--- src/rtl/mem_port_arbiter.sv ---
// mem_port_arbiter
//   Shares one single-port, variable-latency memory between the instruction
//   fetch path and the load/store data path. Data wins simultaneous requests
//   unless the previous grant was also data, so neither side waits more than
//   one access. Every access walks IDLE -> BUSY_x -> RESP.
//
// Optional feature macro: ARB_TIMEOUT_EN
//   defined   : 8-bit ack watchdog. After TIMEOUT busy cycles without memAck
//               the access is ended with data 32'hDEADBEEF and busErr sets
//               (sticky until nRST).
//   undefined : BUSY_x waits for memAck indefinitely; busErr is tied low.
//
// Ports
//   sysCLK, nRST           clock (rising edge), async active-low reset
//   ifReq/ifAddr           fetch request (held until ifValid) and address
//   ifData/ifValid         registered fetch data, one-cycle completion pulse
//   dReq/dWe/dAddr/dWData  data request (held until dValid), store flag, addr, data
//   dRData/dValid          registered load data, one-cycle completion pulse
//   memReq/memWe/memAddr/memWData  registered memory request side
//   memRData/memAck        memory read data, single-cycle completion
//   stall                  pipeline hold while either requester waits
//   busErr                 sticky watchdog error
module mem_port_arbiter #(
   parameter int ADDR_W  = 16,
   parameter int DATA_W  = 32,
   parameter int TIMEOUT = 255
) (
   input  logic              sysCLK,
   input  logic              nRST,
   input  logic              ifReq,
   input  logic [ADDR_W-1:0] ifAddr,
   output logic [DATA_W-1:0] ifData,
   output logic              ifValid,
   input  logic              dReq,
   input  logic              dWe,
   input  logic [ADDR_W-1:0] dAddr,
   input  logic [DATA_W-1:0] dWData,
   output logic [DATA_W-1:0] dRData,
   output logic              dValid,
   output logic              memReq,
   output logic              memWe,
   output logic [ADDR_W-1:0] memAddr,
   output logic [DATA_W-1:0] memWData,
   input  logic [DATA_W-1:0] memRData,
   input  logic              memAck,
   output logic              stall,
   output logic              busErr
);

   typedef enum logic [1:0] {IDLE, BUSY_I, BUSY_D, RESP} state_t;

   localparam logic [DATA_W-1:0] BAD_DATA = DATA_W'(32'hDEADBEEF);

   state_t state, state_nxt;
   logic   last_was_d;
   logic   grant_i, grant_d;
   logic   capture, expire;
   logic   busy;
   logic   wd_expire;

   assign busy  = (state == BUSY_I) || (state == BUSY_D);
   assign stall = (ifReq & ~ifValid) | (dReq & ~dValid);

   always_ff @(posedge sysCLK or negedge nRST) begin
      if (!nRST) state <= IDLE;
      else       state <= state_nxt;
   end

   always_comb begin
      state_nxt = state;
      grant_i   = 1'b0;
      grant_d   = 1'b0;
      capture   = 1'b0;
      expire    = 1'b0;
      case (state)
         IDLE: begin
            if (dReq && (!last_was_d || !ifReq)) begin
               grant_d   = 1'b1;
               state_nxt = BUSY_D;
            end else if (ifReq) begin
               grant_i   = 1'b1;
               state_nxt = BUSY_I;
            end
         end
         BUSY_I, BUSY_D: begin
            // A real ack always beats the watchdog in the same cycle.
            if (memAck) begin
               capture   = 1'b1;
               state_nxt = RESP;
            end else if (wd_expire) begin
               expire    = 1'b1;
               state_nxt = RESP;
            end
         end
         RESP:    state_nxt = IDLE;
         default: state_nxt = IDLE;
      endcase
   end

   // Memory-side registers and response capture. The valids are set on the
   // capture edge so they are high exactly during RESP.
   always_ff @(posedge sysCLK or negedge nRST) begin
      if (!nRST) begin
         last_was_d <= 1'b0;
         memReq     <= 1'b0;
         memWe      <= 1'b0;
         memAddr    <= '0;
         memWData   <= '0;
         ifData     <= '0;
         dRData     <= '0;
         ifValid    <= 1'b0;
         dValid     <= 1'b0;
      end else begin
         ifValid <= 1'b0;
         dValid  <= 1'b0;
         if (grant_i || grant_d) begin
            memReq     <= 1'b1;
            memWe      <= grant_d & dWe;
            memAddr    <= grant_d ? dAddr : ifAddr;
            last_was_d <= grant_d;
            if (grant_d) memWData <= dWData;
         end
         if (capture || expire) begin
            memReq <= 1'b0;
            memWe  <= 1'b0;
            if (state == BUSY_I) begin
               ifData  <= capture ? memRData : BAD_DATA;
               ifValid <= 1'b1;
            end else begin
               if (!memWe) dRData <= capture ? memRData : BAD_DATA;
               dValid <= 1'b1;
            end
         end
      end
   end

`ifdef ARB_TIMEOUT_EN
   localparam logic [7:0] WD_LAST = 8'(TIMEOUT - 1);

   logic [7:0] wd_cnt;

   // Counter value k means k busy cycles have passed without an ack, so
   // matching TIMEOUT-1 ends the access after exactly TIMEOUT busy cycles.
   assign wd_expire = busy && (wd_cnt == WD_LAST);

   always_ff @(posedge sysCLK or negedge nRST) begin
      if (!nRST) begin
         wd_cnt <= '0;
         busErr <= 1'b0;
      end else begin
         if (grant_i || grant_d)  wd_cnt <= '0;
         else if (busy && !memAck) wd_cnt <= wd_cnt + 8'd1;
         if (expire) busErr <= 1'b1;
      end
   end
`else
   // TIMEOUT has no effect without the watchdog.
   localparam int unused_timeout = TIMEOUT;

   assign wd_expire = 1'b0;
   assign busErr    = 1'b0;
`endif

endmodule
--- config.mk ---
export PLATFORM = sky130hd
export DESIGN_NAME = mem_port_arbiter
export DESIGN_NICKNAME = d
export VERILOG_FILES = /design/src/rtl/mem_port_arbiter.sv
export SDC_FILE = /design/constraint.sdc
export NUM_CORES = 1
export LEC_CHECK = 0
export CAP_MARGIN = 20
export CORE_AREA = 2 2 120 122
export CTS_BUF_LIST = sky130_fd_sc_hd__clkbuf_16
export DETAILED_ROUTE_END_ITERATION = 6
export DIE_AREA = 0 0 122 124
export GPL_TIMING_DRIVEN = 1
export PLACE_DENSITY = 0.81
export SLEW_MARGIN = 20
export SYNTH_ARGS = -nofsm -noshare
export SYNTH_HDL_FRONTEND = slang
export SYNTH_SLANG_ARGS = --single-unit
--- constraint.sdc ---
create_clock -name sysCLK -period 2.6 [get_ports sysCLK]
set_clock_uncertainty 0.15 [all_clocks]
set_input_delay 0.52 -clock sysCLK [delete_from_list [all_inputs] [get_ports sysCLK]]
set_output_delay 0.52 -clock sysCLK [all_outputs]
set_load 0.005 [all_outputs]
==> run metrics <==
outcome=finished, violations left; failing checks=hold timing; Setup Fix Bufs, Post-CTS=0; CTS Sinks=119; reg2reg path depth=6; Synth Area in Compound Gates=0.0669; drt wl/cell=16.5 um; post-synthesis simple-gate area fraction=0.0378; Worst Path Max Fanout=2; worst slack, placed=158 ps; mux contribution to synthesized area=0.229; Final setup viols=0; Core Box Area=13700 um2; Max-slew headroom=0.546; root buf cell=clkbuf_16; M2 GR Usage=0.274; Synth Net Count=437; DIE WIDTH=122 um; post-route antenna net violation count=0; drt pass-1 iters=4; distinct cell type count after synthesis=28; Synth Area in XOR/XNOR=0; synthesized area per cell=14.2 um2; final hold violation count=3; sequential share of the synthesized area=0.630; actual slew at the worst max-slew pin=681 ps; crit path DAT=1780 ps; Final period util=0.941; time the worst path needs with I/O delays and setup=2450 ps; GRT busiest layer=met2; routed vias/inst=4.71; Syn Inst Count=333; top post-synthesis cells by area=dfrtp_1 (63%), mux2_2 (16%), mux2_1 (7.1%); leading cell type in the layout, fill and taps excluded=clkdlybuf4s50_1; Post-Synth Adder-Cell Area=0.00529; Worst-path clk slew=50 ps; fin nets=663; largest net degree at the start of global routing=120; first-pass GRT wire length=19300 um; WS Path Type=primary input to output port; via count=3536; total gr overflow=0; layout cells sized above 1=0.193; GR Layer Usage met1=0.199; largest family of logic cells by synthesized area=multiplexers; RePlAce Congestion=0.755; CTS tree=done; Ports=220; fin. max-slew vios=0; commonest non-fill, non-tap cells in the layout=clkdlybuf4s50_1 (217), dfrtp_1 (119), mux2_2 (66); Area Overhead vs Synth=62.6%; Die ar.=15100 um2; Achievable Freq=409 MHz; Starting Density=0.345; H-tree levels=4; DRC errors left=0; GRT Resource Usage Total=0.167; Worst Hold Class=primary input to asynchronous set/reset pin; critical path launch point type=primary input; Leak=0.00327 uW; initial antenna violation count=0; Fin Setup TNS=0 ps; most frequent CP cell=clkdlybuf4s50_1; Synthesis Warnings=0; Post-DP HPWL=8750 um; hold_ws=-0.595 ps; Port-buffer cells=218; mapped cell area=4730 um2; post-cts sizing count=0; max-cap violations=0; DP Cell Count=720; Post-CTS Hold Fix Bufs=0; worst reg2reg setup slack=520 ps; FF+latch count, synth=119; Pwr Density=1240 nW/um2; ANT cells=0; vias in the first global route=3834; final WL=12400 um; DR iter-0 viols=146; Finished Layout Cells=751; total CTS buffers=17; final setup margin=153 ps; largest area contributor in the netlist=dfrtp_1; worst skew pair latency=400 ps; Max stage delay on crit path=540 ps; row cnt=43; slowest cell on the critical path=clkdlybuf4s50_1; CP Capture Type=output port; crit-path cells=clkdlybuf4s50_1 -> inv_1 -> o22ai_1 -> clkdlybuf4s50_1; Req. time, crit path=1930 ps; met3 Usage GRT=0.0664; Yosys top cell area share=0.630; unrepaired setup endpoints after global routing=no; clk buf depth=2; peak supply drop=0.000734 V; die extent in y=124 um
==> synth_stat cells, drive strengths merged <==
| master | instances |
|---|---|
| dfrtp | 119 |
| mux2 | 96 |
| nand2 | 20 |
| nor2 | 20 |
| a21oi | 18 |
| buf | 17 |
| o31ai | 16 |
| inv | 6 |
| a21boi | 3 |
| clkbuf | 3 |
| a21bo | 2 |
| a32oi | 2 |
| ha | 2 |
| o21ai | 2 |
| a311oi | 1 |
| a32o | 1 |
| conb | 1 |
| nand3 | 1 |
| nor2b | 1 |
| nor3 | 1 |
| o22ai | 1 |
==> cell families (layout without fill, tap and decap cells) <==
family / after synthesis / count (layout)
AO/OA/AOI/OAI: 46 / 46
other: 1 / 1
multiplexers: 96 / 96
buffers and inverters: 26 / 264
adder cells (fa/ha/maj): 2 / 2
flip-flops: 119 / 119
AND/OR/NAND/NOR: 43 / 43
==> critical path: cells and delay by family <==
family	cells	cell delay (ps)
compound gates	1	180
buf+inv	3	1080
==> where the power goes <==
part / internal, uW / total (uW) / leakage, uW / switching [uW]
logic: 2670 / 4100 / 0.00156 / 1440
registers: 2810 / 3310 / 0.00143 / 504
clock network: 1370 / 2140 / 0.000283 / 767
total: 6850 / 9560 / 0.00327 / 2710
==> final timing paths <==
path | start | to
setup / recovery | ifReq | stall
hold / removal | nRST | memAddr[14]
setup reg to reg | state[0] | dRData[3]
hold reg to reg | memAddr[0] | memAddr[0]
max in group asynchronous | nRST | ifData[5]
min in group sysCLK | memAddr[0] | memAddr[0]
==> registers in the layout, summed over array words and instances, names as in the netlist <==
register	count
ifData	32
dValid	1
state	2
last_was_d	1
ifValid	1
memWe	1
memWData	32
memReq	1
dRData	32
memAddr	16
==> metrics by stage <==
stage | power [uW] | instance area, um2 | hold slack (ps) | util
floorplan | 4950 | 4730 | 74.4 | -
global route | 10200 | 7690 | 104 | 0.560
detailed placement | 7480 | 7140 | 322 | 0.521
finish | 9560 | 7690 | -0.595 | 0.560
CTS | 9700 | 7690 | 80.5 | 0.560
global placement | 7300 | 7140 | 312 | 0.521
==> per-layer routing <==
metal  vias to the layer above  wire, um
li1                       1621         -
met1                      1742      4970
met2                       163      6140
met3                        10      1130
met4                         0       117
met5                         -         0
==> layout make-up <==
class / instances / area [um2]
inverter: 6 / 22.5
fill: 1102 / 6030
timing repair buffer: 227 / 2300
sequential: 119 / 2980
clock buffer: 17 / 425
clock inverter: 14 / 119
tap: 180 / 225
multi-input combinational: 188 / 1620
Note: power is estimated with default switching activity, not from simulation.
